==> config.mk <==
export PLATFORM = sky130hd
export DESIGN_NAME = vga_scan_ctrl
export DESIGN_NICKNAME = d
export VERILOG_FILES = /design/src/rtl/vga_scan_ctrl_pkg.sv /design/src/rtl/sync_delay_line.sv /design/src/rtl/vga_scan_ctrl.sv
export SDC_FILE = /design/constraint.sdc
export NUM_CORES = 1
export LEC_CHECK = 0
export ABC_AREA = 1
export CORE_AREA = 2 2 326 328
export CTS_CLUSTER_DIAMETER = 150
export CTS_CLUSTER_SIZE = 24
export DETAILED_ROUTE_END_ITERATION = 12
export DIE_AREA = 0 0 328 330
export GPL_TIMING_DRIVEN = 0
export SETUP_SLACK_MARGIN = 0.05
export SYNTH_ARGS = -nofsm -noshare
export SYNTH_HDL_FRONTEND = slang
export SYNTH_SLANG_ARGS = --single-unit
==> constraint.sdc <==
create_clock -name clk -period 2.04 [get_ports clk]
set_input_delay 0.306 -clock clk [delete_from_list [all_inputs] [get_ports clk]]
set_output_delay 0.306 -clock clk [all_outputs]
set_load 0.1 [all_outputs]
==> src/rtl/vga_scan_ctrl_pkg.sv <==
// Shared VGA 640x480@60 timing constants and sync bundle type, used by the
// scan controller and the downstream display stage.
package vga_scan_ctrl_pkg;
  localparam int VGA_H_ACTIVE = 640;
  localparam int VGA_H_FP     = 16;
  localparam int VGA_H_SYNC   = 96;
  localparam int VGA_H_BP     = 48;
  localparam int VGA_V_ACTIVE = 480;
  localparam int VGA_V_FP     = 10;
  localparam int VGA_V_SYNC   = 2;
  localparam int VGA_V_BP     = 33;
  localparam int VGA_H_TOTAL  = VGA_H_ACTIVE + VGA_H_FP + VGA_H_SYNC + VGA_H_BP;
  localparam int VGA_V_TOTAL  = VGA_V_ACTIVE + VGA_V_FP + VGA_V_SYNC + VGA_V_BP;

  localparam int CNT_W   = 10;
  localparam int ADDR_W  = 19;
  localparam int FIELD_W = 400;

  typedef struct packed {
    logic hsync_n;
    logic vsync_n;
    logic blank_n;
  } sync_t;

  localparam sync_t SYNC_RST = '{hsync_n: 1'b1, vsync_n: 1'b1, blank_n: 1'b0};

  // True when c lies in [lo, lo+len).
  function automatic logic in_window(logic [CNT_W-1:0] c, int lo, int len);
    return (c >= CNT_W'(lo)) && (c < CNT_W'(lo + len));
  endfunction
endpackage

==> src/rtl/sync_delay_line.sv <==
// Resettable WIDTH x DEPTH shift register; DEPTH=0 is a plain wire.
module sync_delay_line #(
  parameter int              WIDTH   = 1,
  parameter int              DEPTH   = 2,
  parameter logic [WIDTH-1:0] RST_VAL = '0
) (
  input  logic             clk,
  input  logic             resetn,
  input  logic [WIDTH-1:0] d,
  output logic [WIDTH-1:0] q
);
  if (DEPTH == 0) begin : g_wire
    assign q = d;
  end else begin : g_pipe
    logic [DEPTH-1:0][WIDTH-1:0] pipe;

    always_ff @(posedge clk or negedge resetn) begin
      if (!resetn) begin
        pipe <= {DEPTH{RST_VAL}};
      end else begin
        pipe[0] <= d;
        for (int i = 1; i < DEPTH; i++) pipe[i] <= pipe[i-1];
      end
    end

    assign q = pipe[DEPTH-1];
  end
endmodule

==> src/rtl/vga_scan_ctrl.sv <==
// VGA raster scan controller: h/v counters, incrementing pixel address,
// delayed sync/blank, frame pulses and a per-frame playfield snapshot.
module vga_scan_ctrl
  import vga_scan_ctrl_pkg::*;
#(
  parameter int H_ACTIVE = VGA_H_ACTIVE,
  parameter int H_FP     = VGA_H_FP,
  parameter int H_SYNC   = VGA_H_SYNC,
  parameter int H_BP     = VGA_H_BP,
  parameter int V_ACTIVE = VGA_V_ACTIVE,
  parameter int V_FP     = VGA_V_FP,
  parameter int V_SYNC   = VGA_V_SYNC,
  parameter int V_BP     = VGA_V_BP,
  parameter int SYNC_DLY = 2
) (
  input  logic               clk,
  input  logic               resetn,
  input  logic [FIELD_W-1:0] field_in,
  output logic [FIELD_W-1:0] field_out,
  output logic [ADDR_W-1:0]  ADDR,
  output logic [CNT_W-1:0]   hcount,
  output logic [CNT_W-1:0]   vcount,
  output logic               hsync_n,
  output logic               vsync_n,
  output logic               blank_n,
  output logic               frame_start,
  output logic               vblank_start
);
  localparam int H_TOTAL = H_ACTIVE + H_FP + H_SYNC + H_BP;
  localparam int V_TOTAL = V_ACTIVE + V_FP + V_SYNC + V_BP;

  // started holds the counters at (0,0) for the first clock after reset so
  // that cycle can carry the frame_start pulse.
  logic             started;
  logic [CNT_W-1:0] h_nxt, v_nxt;
  logic             home_nxt, vis_nxt;
  sync_t            s_raw, s_dly;

  always_comb begin
    h_nxt = hcount;
    v_nxt = vcount;
    if (started) begin
      if (hcount == CNT_W'(H_TOTAL - 1)) begin
        h_nxt = '0;
        v_nxt = (vcount == CNT_W'(V_TOTAL - 1)) ? '0 : vcount + 1'b1;
      end else begin
        h_nxt = hcount + 1'b1;
      end
    end
  end

  assign home_nxt = (h_nxt == '0) && (v_nxt == '0);
  assign vis_nxt  = (h_nxt < CNT_W'(H_ACTIVE)) && (v_nxt < CNT_W'(V_ACTIVE));

  always_ff @(posedge clk or negedge resetn) begin
    if (!resetn) begin
      started      <= 1'b0;
      hcount       <= '0;
      vcount       <= '0;
      ADDR         <= '0;
      frame_start  <= 1'b0;
      vblank_start <= 1'b0;
      field_out    <= '0;
    end else begin
      started      <= 1'b1;
      hcount       <= h_nxt;
      vcount       <= v_nxt;
      frame_start  <= home_nxt;
      vblank_start <= (h_nxt == '0) && (v_nxt == CNT_W'(V_ACTIVE));
      // Address only advances on visible pixels, so it already holds
      // y*H_ACTIVE-1 when the next visible line begins.
      if (home_nxt)     ADDR <= '0;
      else if (vis_nxt) ADDR <= ADDR + 1'b1;
      if (hcount == '0 && vcount == CNT_W'(V_ACTIVE)) field_out <= field_in;
    end
  end

  always_comb begin
    s_raw.hsync_n = !in_window(hcount, H_ACTIVE + H_FP, H_SYNC);
    s_raw.vsync_n = !in_window(vcount, V_ACTIVE + V_FP, V_SYNC);
    s_raw.blank_n = started && (hcount < CNT_W'(H_ACTIVE)) && (vcount < CNT_W'(V_ACTIVE));
  end

  sync_delay_line #(
    .WIDTH  ($bits(sync_t)),
    .DEPTH  (SYNC_DLY),
    .RST_VAL(SYNC_RST)
  ) u_sync_dly (
    .clk   (clk),
    .resetn(resetn),
    .d     (s_raw),
    .q     (s_dly)
  );

  assign hsync_n = s_dly.hsync_n;
  assign vsync_n = s_dly.vsync_n;
  assign blank_n = s_dly.blank_n;
endmodule
==> flow_summary.toml, run 1 <==
[clock_network]
clock_latency_ps = 600
clock_sinks = 448
clockRootBuffer = "clkbuf_16"
htree_levels = 1
cts_tree = "built"
cts_buffer_depth = 3
clk_pin_slew_ps = 100
cts_buffers = 23

[power]
max-vdd-ir-drop_v = 0.000718
leakage_nw = 13.7
powerDensity_mw_per_mm2 = 726

[yosys]
synth.ff_latch_count = 448
yosysSeqAreaShare_pct = 62.7
ys_warn_count = 0
syn_inst = 1255
synth_nets = 1663
synth_cell_types = 37
syn_area_mm2 = 0.0179
avgSynthCellArea_um2 = 14.2

[cells_and_area]
nNetsFinal = 2624
final_cell_area_mm2 = 0.0310
drive_above_1_share_pct = 35.6
syn_to_final_growth_pct = 73.2
fin_cells = 3618

[timing]
finalHoldViolCount = 0
slew_violations = 0
maxSlewHeadroom_pct = 28.9
rsz0062_at_grt = "true"
min_period_over_period_pct = 113
finalCriticalPeriod_ps = 2300
max_freq_ghz = 0.434
finClkSkew_ps = 32.4
final.setup.worst_slack_ps = -262
hold_slack_ps = 164
setup_viol = 666
tns_ps = -75390
worst_pin_slew_ps = 1070

[floorplan]
die_y_um = 330
dieArea_mm2 = 0.108
chipWidth_um = 328
ios = 846
initial_core_util_pct = 17.1
row_count = 119
core_mm2 = 0.105

[grt]
antenna_found_initial = 8
grtUsageTotal_pct = 13.1
grt_max_degree = 109
grt_pass1_wl_mm = 102
grt_pass1_vias = 14000
grt-ovfl-total = 0

[drt]
postRouteAntennaNets = 0
vias = 13600
viasPerCell = 3.77
drcViolationCount = 0
drt-pass1-iter-count = 6
wire_per_inst_um = 20.8
drt_iter0_drc = 582
wl_mm = 75.3

[worst_setup_path]
crit_required_ps = 2530
reg2reg_from = "hcount[5]"
criticalPathCategory = "reg2reg"
startpoint = "hcount[5]"
arrival_ps = 2790
cp_max_fo = 8
setup.worst_path.start_class = "flop"
r2r_setup_slack_ps = -260
reg2reg_depth = 10
crit_path_end_kind = "flop"

[placed_design]
gp_congestion = 0.807
dpl.cell_count = 3496
placed_area_mm2 = 0.0285
port_buffers = 845
hpwlAfterDp_mm = 56.2

[job]
max_cap_violations = 0

[outcome]
violations = "setup timing"
status = "complete, but fails checks"

[hold_path]
min_path_type = "in2async"
[synthesized netlist by cell type (all sizes together)]
| master | n | area share [%] |
|---|---|---|
| nor4 | 8 | 0.28 |
| xor2 | 16 | 0.78 |
| dfstp | 4 | 0.59 |
| conb | 1 | 0.021 |
| o211ai | 1 | 0.042 |
| nand2 | 111 | 2.6 |
| inv | 72 | 1.6 |
| xnor2 | 2 | 0.098 |
| nand4 | 13 | 0.49 |
| a21o | 1 | 0.049 |
| dfrtp | 444 | 62 |
| nor2b | 1 | 0.035 |
| a21oi | 3 | 0.15 |
| buf | 48 | 1.7 |
| ha | 6 | 0.42 |
| mux2 | 400 | 25 |
| o21ai | 4 | 0.11 |
| nor2 | 40 | 1.1 |
| nor3 | 12 | 0.34 |
| clkbuf | 4 | 0.084 |
| nand3 | 64 | 2.2 |
[layout by cell type, fill, tap and decap left out, types with 9 or more instances in the layout]
cell             count
buf_12              45
buf_16              33
buf_2               20
buf_4               20
buf_6               20
buf_8               10
clkbuf_16           37
clkbuf_2            17
clkdlybuf4s15_2     62
clkdlybuf4s50_1    401
dfrtp_1            422
dfrtp_2             13
dfrtp_4              9
dlygate4sd2_1      338
inv_1               64
mux2_2             400
nand2_1             86
nand2_2             19
nand3_1             34
nand3_2             23
nand4_1             12
nor2_1              24
nor2_4              10
nor3_1              10
xor2_1              16
[flip-flops by register name, summed over array words and instances (netlist names)]
signal / count
vblank_start: 1
hcount: 10
started: 1
ADDR: 19
u_sync_dly.q: 3
field_out: 400
vcount: 10
frame_start: 1
u_sync_dly.g_pipe.pipe: 3
[metal layers]
layer | up-vias | GRT usage (%) | wire length (um)
li1 | 6192 | - | -
met1 | 6863 | 14.1 | 26900
met2 | 482 | 23.1 | 38000
met3 | 81 | 5.90 | 8020
met4 | 8 | 3.34 | 2270
met5 | - | 0 | 56
[worst max-delay path: stages, from the launching register on]
cell       delay [ps]
dfrtp_2           450
inv_1             130
nand3_2           110
nor4_4            290
nand3_2           130
buf_12            190
buf_12            150
clkbuf_16         180
buf_12            140
buf_16            120
mux2_2            260
[kinds of logic after synthesis]
| logic type | count (synthesis) | synth area share [%] |
|---|---|---|
| simple gates | 249 | 7.06 |
| fa+ha+maj | 6 | 0.420 |
| compound gates | 9 | 0.350 |
| buf+inv | 124 | 3.32 |
| other cells | 1 | 0.0210 |
| xor+xnor | 18 | 0.882 |
| flops | 448 | 62.7 |
| mux | 400 | 25.2 |
[area by class of cell]
cell class,instances,area [um2]
fill,10700,73700
sequential,448,11300
timing repair buffer,938,9750
multi-input combinational,683,6360
tap,1391,1740
buffer,50,871
clock buffer,30,612
inverter,72,288
clock inverter,4,66.3
antenna,2,5.00
[stage by stage]
stage / utilization (%) / setup slack [ps] / power [mW]
2_1_floorplan: - / -274 / 14.7
3_3_place_gp: 27.1 / -24210 / 17.3
3_5_place_dp: 27.3 / -1020 / 17.4
4_1_cts: 29.2 / -279 / 22.8
5_1_grt: 29.6 / -379 / 23.5
6_report: 29.6 / -262 / 22.5
[final timing paths]
check	end
worst min-delay path	field_out[152]
worst min register to register	u_sync_dly.q[2]
min in group clk	field_out[19]
worst max register to register	field_out[303]
max in group asynchronous	field_out[104]
worst max-delay path	field_out[303]
[power breakdown]
part           internal, mW  switching [mW]
registers              9.42           0.410
logic                  1.88            5.30
clock network          2.28            3.19
total                  13.6            8.91
[what timing repair did]
| item | CTS | global route |
|---|---|---|
| gates cloned | 36 | 5 |
| buffers inserted | 29 | 17 |
| endpoints found under the hold margin | 74 | 0 |
| hold buffers | 1 | 0 |
| pin swaps | 8 | 22 |
| resized for setup | 794 | 80 |
| endpoints found under the setup margin | 864 | 825 |
No activity file was read; power rests on OpenSTA's default activity.
==> run 2: changes to the inputs <==
--- a/config.mk
+++ b/config.mk
@@ -5,13 +5,13 @@
 export SDC_FILE = /design/constraint.sdc
 export NUM_CORES = 1
 export LEC_CHECK = 0
-export ABC_AREA = 1
-export CORE_AREA = 2 2 326 328
+export CORE_AREA = 2 2 325 327
 export CTS_CLUSTER_DIAMETER = 150
 export CTS_CLUSTER_SIZE = 24
 export DETAILED_ROUTE_END_ITERATION = 12
-export DIE_AREA = 0 0 328 330
+export DIE_AREA = 0 0 327 329
 export GPL_TIMING_DRIVEN = 0
+export MAX_ROUTING_LAYER = met4
 export SETUP_SLACK_MARGIN = 0.05
 export SYNTH_ARGS = -nofsm -noshare
 export SYNTH_HDL_FRONTEND = slang
==> run 2 against run 1 <==
Against the previous run:
- the flow still finishes with violations (setup timing)
- synthesized cell count grew 59%
- global-route usage grew 2.4 points
- design area shrank 5.5%
- power shrank 21%
- routed wire length grew 16%
- final cell count grew 21%
- register-to-register slack lost 760 ps
- worst hold slack gained 12 ps
- critical path depth is the same
- sequential cell count is the same
- sequential share of layout area grew 2.1 points
- core utilization shrank 1.6 points
- critical path type unchanged
==> flow_summary.toml, run 2 <==
[floorplan]
die_y_um = 329
ios = 846
chipWidth_um = 327
initial_core_util_pct = 17.0
dieArea_mm2 = 0.108
core_mm2 = 0.104
row_count = 119

[timing]
final.setup.worst_slack_ps = -1020
maxSlewHeadroom_pct = 36.0
finalHoldViolCount = 0
max_freq_ghz = 0.326
worst_pin_slew_ps = 957
min_period_over_period_pct = 150
finClkSkew_ps = 18.2
rsz0062_at_grt = "true"
hold_slack_ps = 176
setup_viol = 426
finalCriticalPeriod_ps = 3060
slew_violations = 0
tns_ps = -129370

[yosys]
synth_cell_types = 59
syn_inst = 1991
ys_warn_count = 0
async_flop_share_pct = 100
ys_top_cells_by_count = "nand2_1, dfrtp_1, clkbuf_1"
synth_edf_count = 0
syn_area_mm2 = 0.0177
yosysSeqAreaShare_pct = 63.3
synth_most_common_cell = "nand2_1"
ys.flop_type = "dfrtp_1"
avgSynthCellArea_um2 = 8.91
synth_area_leader_cell = "dfrtp_1"
synth_nets = 2399
synth.area.top_cells = "dfrtp_1, nand2_1, clkbuf_1"
synth_top_area_share_pct = 62.7
synth.ff_latch_count = 448

[outcome]
status = "complete, but fails checks"
violations = "setup timing"

[grt]
grt_pass1_wl_mm = 118
grt-ovfl-total = 0
grt_pass1_vias = 16600
antenna_found_initial = 23
grt_max_degree = 112
grtUsageTotal_pct = 15.4

[cells_and_area]
nNetsFinal = 3360
largest_reg_flops = 400
largest_registers = "field_out x400, ADDR x19"
mostFrequentLayoutCells = "nand2_1, clkbuf_2, dfrtp_1, clkdlybuf4s50_1, nand2_2"
fillCellCount = 11200
regMostFlops = "field_out"
mostFrequentLayoutCell = "nand2_1"
final_cell_area_mm2 = 0.0292
syn_to_final_growth_pct = 64.9
drive_above_1_share_pct = 28.3

[power]
max-vdd-ir-drop_v = 0.000569
powerDensity_mw_per_mm2 = 606
leakage_nw = 13.0

[job]
max_cap_violations = 0

[drt]
postRouteAntennaNets = 0
wl_mm = 87.6
drt_iter0_drc = 884
viasPerCell = 3.93
met2_length_mm = 43.2
vias = 17200
wl_met1_mm = 35.0
routed-wl-met3_mm = 7.24
drt-pass1-iter-count = 5
wire_per_inst_um = 20.0
routed.top_layer = "met4"
drcViolationCount = 0

[clock_network]
cts_buffer_depth = 3
htree_levels = 1
clockRootBuffer = "clkbuf_16"
clk_pin_slew_ps = 110
clock_sinks = 448
clock_latency_ps = 600
cts_buffers = 22
cts_tree = "built"

[worst_setup_path]
cp_max_fo = 8
crit_required_ps = 2530
crit_chain = "buf_6 -> nor4b_4 -> nand4_4 -> buf_6 -> or3_1 -> mux2_2 -> nand4b_1 -> nor3_4 -> buf_6 -> o21ba_1"
criticalPathCategory = "reg2reg"
crit_top_cell = "buf_6"
crit_path_end_kind = "flop"
arrival_ps = 3560
cp_top_family = "simple AND/OR/NAND/NOR gates"
worst_path_max_delay_cell = "dfrtp_4"
critPathBufInv = 3
crit_path_max_incr_delay_ps = 490
setup.worst_path.start_class = "flop"

[placed_design]
placed_area_mm2 = 0.0282
port_buffers = 845
hpwlAfterDp_mm = 66.9
gp_congestion = 0.876

[hold_path]
min_path_type = "in2async"
run 2: cell types whose count changed after synthesis, sizes merged, moves of 12 or more:
cell	change
or4	+15
nand3	-50
buf	-40
nand2	+1105
a21oi	+18
xor2	-12
nor2	-30
o31ai	+17
inv	-55
mux2	-399
clkbuf	+100
run 2: power by group:
| part | total [mW] | internal, mW | switching [mW] |
|---|---|---|---|
| Sequential | 9.17 | 9.02 | 0.159 |
| Clock | 5.29 | 2.15 | 3.14 |
| Combinational | 3.25 | 1.27 | 1.97 |
| Total | 17.7 | 12.4 | 5.28 |
run 2: repair_timing:
item | in CTS | in global routing
hold endpoints to repair | 92 | 0
hold buffers | 1 | 0
cloned | 6 | 17
setup buffers | 30 | 37
resized for setup | 144 | 1352
pin swaps | 9 | 110
endpoints found under the setup margin | 867 | 866
run 2: worst paths after layout:
check                                     startpoint              end  slack, ps  depth (start not counted)
hold / removal                                resetn   field_out[281]        180                          2
max in group asynchronous                     resetn        vcount[5]        310                          4
hold reg to reg            u_sync_dly.g_pipe.pipe[0]  u_sync_dly.q[0]        360                          0
min in group clk                       field_in[334]   field_out[334]        210                          3
setup / recovery                           hcount[5]         ADDR[18]      -1020                         10
setup reg to reg                           hcount[5]         ADDR[18]      -1020                         10
run 2: cells by family (layout without fill, tap and decap cells):
logic type	after synthesis	in the layout	share of synthesized area [%]
compound gates	71	71	2.89
other cells	1	22	0.0211
xor+xnor	10	10	0.494
simple gates	1323	1323	29.9
mux	3	3	0.176
fa+ha+maj	6	6	0.423
flops	448	448	63.3
buf+inv	129	1102	2.87
run 2: area by class of cell:
type                    instances  area, um2  area share (%)
flip-flops and latches        448      11300            38.5
repair buffers                942       7630            26.1
multi-input cells            1414       6610            22.6
well taps                    1391       1740            5.95
plain buffers                 107       1250            4.26
clock buffers                  35        631            2.16
inverters                      17       63.8           0.218
diodes                         21       52.6           0.180
clock inverters                 1       8.76          0.0299
run 2: stage by stage:
stage          utilization [%]  cells  total power, mW  worst slack, ps
2_1_floorplan                -   1991             10.8            -1040
3_3_place_gp              26.8   4227             12.3           -24180
3_5_place_dp              27.0   4233             12.4            -1870
4_1_cts                   28.5   4305             17.9            -1050
5_1_grt                   28.0   4375             18.4            -1120
6_report                  28.0   4376             17.7            -1020
run 2: routing by layer:
layer,up-vias,track usage [%]
met5,-,-
met4,0,2.51
met3,80,4.63
met2,649,26.3
met1,8309,18.2
li1,8166,-
==> run 3: changes to the inputs <==
--- a/config.mk
+++ b/config.mk
@@ -12,7 +12,9 @@
 export DIE_AREA = 0 0 327 329
 export GPL_TIMING_DRIVEN = 0
 export MAX_ROUTING_LAYER = met4
+export RECOVER_POWER = 25
 export SETUP_SLACK_MARGIN = 0.05
+export SLEW_MARGIN = 20
 export SYNTH_ARGS = -nofsm -noshare
 export SYNTH_HDL_FRONTEND = slang
 export SYNTH_SLANG_ARGS = --single-unit
==> run 3 against run 2 <==
Against the previous run:
- the run ends with capacitance limit, slew limit, setup timing left
- clock power down 0.8%
- final cell count down 1.2%
- core utilization down 0.16 points
- combinational power down 3%
- global-route usage down 0.17 points
- sequential share of layout area up 0.23 points
- worst hold slack better by 27 ps
- maximum frequency down 0.65%
- sequential power about the same
- die area unchanged
- register-to-register slack worse by 20 ps
==> flow_summary.toml, run 3 (synthesis results as in run 2) <==
[timing]
setup_viol = 1012
finalCriticalPeriod_ps = 3080
max_freq_ghz = 0.324
worst_pin_slew_ps = 1540
finalHoldViolCount = 0
maxSlewHeadroom_pct = -2.62
slew_violations = 55
rsz0062_at_grt = "true"
hold_slack_ps = 203
final.setup.worst_slack_ps = -1040
finClkSkew_ps = 18.3
min_period_over_period_pct = 151

[floorplan]
core_mm2 = 0.104
row_count = 119
die_y_um = 329
dieArea_mm2 = 0.108
chipWidth_um = 327
ios = 846
initial_core_util_pct = 17.0

[clock_network]
htree_levels = 1
cts_buffers = 22
clk_pin_slew_ps = 120
clock_latency_ps = 620
clock_sinks = 448
cts_tree = "built"
clockRootBuffer = "clkbuf_16"
cts_buffer_depth = 3

[hold_path]
min_path_type = "in2reg"

[drt]
viasPerCell = 3.88
drcViolationCount = 0
drt_iter0_drc = 809
drt-pass1-iter-count = 7
postRouteAntennaNets = 0
vias = 16800
wl_mm = 83.9
wire_per_inst_um = 19.4

[cells_and_area]
largest_reg_flops = 400
drive_above_1_share_pct = 9.88
syn_to_final_growth_pct = 64.0
mostFrequentLayoutCells = "nand2_1, clkdlybuf4s50_1, dfrtp_1, clkbuf_2, clkbuf_1"
regMostFlops = "field_out"
mostFrequentLayoutCell = "nand2_1"
largest_registers = "field_out x400, ADDR x19"
nNetsFinal = 3302

[grt]
antenna_found_initial = 27
grt_pass1_wl_mm = 118
grt_max_degree = 90
grtUsageTotal_pct = 15.3
grt_pass1_vias = 16600
grt-busiest-layer = "met2"
grtUsageMet3_pct = 4.88
grt_use_met1_pct = 17.8
grt-ovfl-total = 0
grtUsageMet2_pct = 25.8

[outcome]
violations = "capacitance limit, slew limit, setup timing"
status = "complete, but fails checks"

[power]
internal-power_mw = 12.4
combPwrFrac_pct = 18.0
finalPower_mw = 17.6
power.switching_mw = 5.21
seqPwrFrac_pct = 52.1
max-vdd-ir-drop_v = 0.000592
p_sw_share_pct = 29.6
powerDensity_mw_per_mm2 = 605
p_clk_share_pct = 29.9
leakage_nw = 12.3

[worst_setup_path]
arrival_ps = 3620
cp_max_fo = 6
crit_path_end_kind = "flop"
crit_required_ps = 2580
setup.worst_path.start_class = "flop"
criticalPathCategory = "reg2reg"

[job]
max_cap_violations = 1

[placed_design]
hpwlAfterDp_mm = 67.5
port_buffers = 845
gp_congestion = 0.876
run 3: changes by cell type in the layout (fill, tap and decap cells not counted), sizes merged:
cell | before | now
buf | 145 | 84
diode | 21 | 28
clkdlybuf4s50 | 401 | 764
clkbuf | 533 | 174
clkdlybuf4s15 | 3 | 1
dlygate4sd2 | 1 | 0
clkinvlp | 0 | 1
run 3: worst paths after layout:
check | slack [ps] | endpoint | depth (start not counted) | from
min reg2reg | 360 | u_sync_dly.q[1] | 0 | u_sync_dly.g_pipe.pipe[1]
max reg2reg | -1040 | ADDR[16] | 10 | vcount[7]
max | -1040 | ADDR[16] | 10 | vcount[7]
min in group asynchronous | 600 | field_out[284] | 2 | resetn
max in group asynchronous | -230 | vcount[5] | 4 | resetn
min | 200 | field_out[170] | 3 | field_in[170]
run 3: metrics by stage:
stage,cells,utilization (%),area (um2),setup TNS (ps),worst slack (ps)
floorplan,1991,-,17800,-145660,-1040
detailed placement,4234,26.9,28100,-536420,-1740
CTS,4285,27.8,29000,-341340,-1040
global placement,4227,26.8,28000,-9893710,-24180
global route,4321,27.9,29100,-465290,-1140
finish,4324,27.9,29100,-291830,-1040
run 3: cell type report:
cell class	instances	area, um2
Timing Repair Buffer	881	8480
Clock buffer	33	613
Sequential cell	448	11300
Multi-Input combinational cell	1414	6190
Buffer	110	656
Inverter	17	63.8
Fill cell	11200	75300
Tap cell	1391	1740
Clock inverter	2	12.5
Antenna cell	28	70.1
run 3: power by group through the flow:
stage | Clock, mW | Sequential, mW | Combinational (mW)
final | 5.25 | 9.17 | 3.16
after global routing | 5.78 | 9.19 | 3.35
after CTS | 5.49 | 9.16 | 3.07
after detailed placement | 0 | 9.35 | 3.00
after global placement | 0 | 9.38 | 2.95
after floorplan | 0 | 10.2 | 0.643
run 3: per-layer routing:
metal	vias up	part of all wire, %
li1	8062	-
met1	8054	40
met2	587	50
met3	63	8.6
met4	0	1.7
met5	-	0
run 3: critical path, cell delays in order, from the launching register on:
cell,delay (ps)
dfrtp_4,500
buf_8,120
or4_4,530
or3_4,370
a21o_1,220
a21oi_4,140
buf_6,120
o2111ai_4,210
buf_6,200
or4_4,470
a21oi_2,130
run 3: what timing repair did:
action,4_1_cts,5_1_grt
setup buffers,16,10
endpoints found under the hold margin,54,0
gates resized for setup,161,171
hold buffers,1,0
pin swaps,9,21
setup endpoints to repair,850,835
cloned,1,1
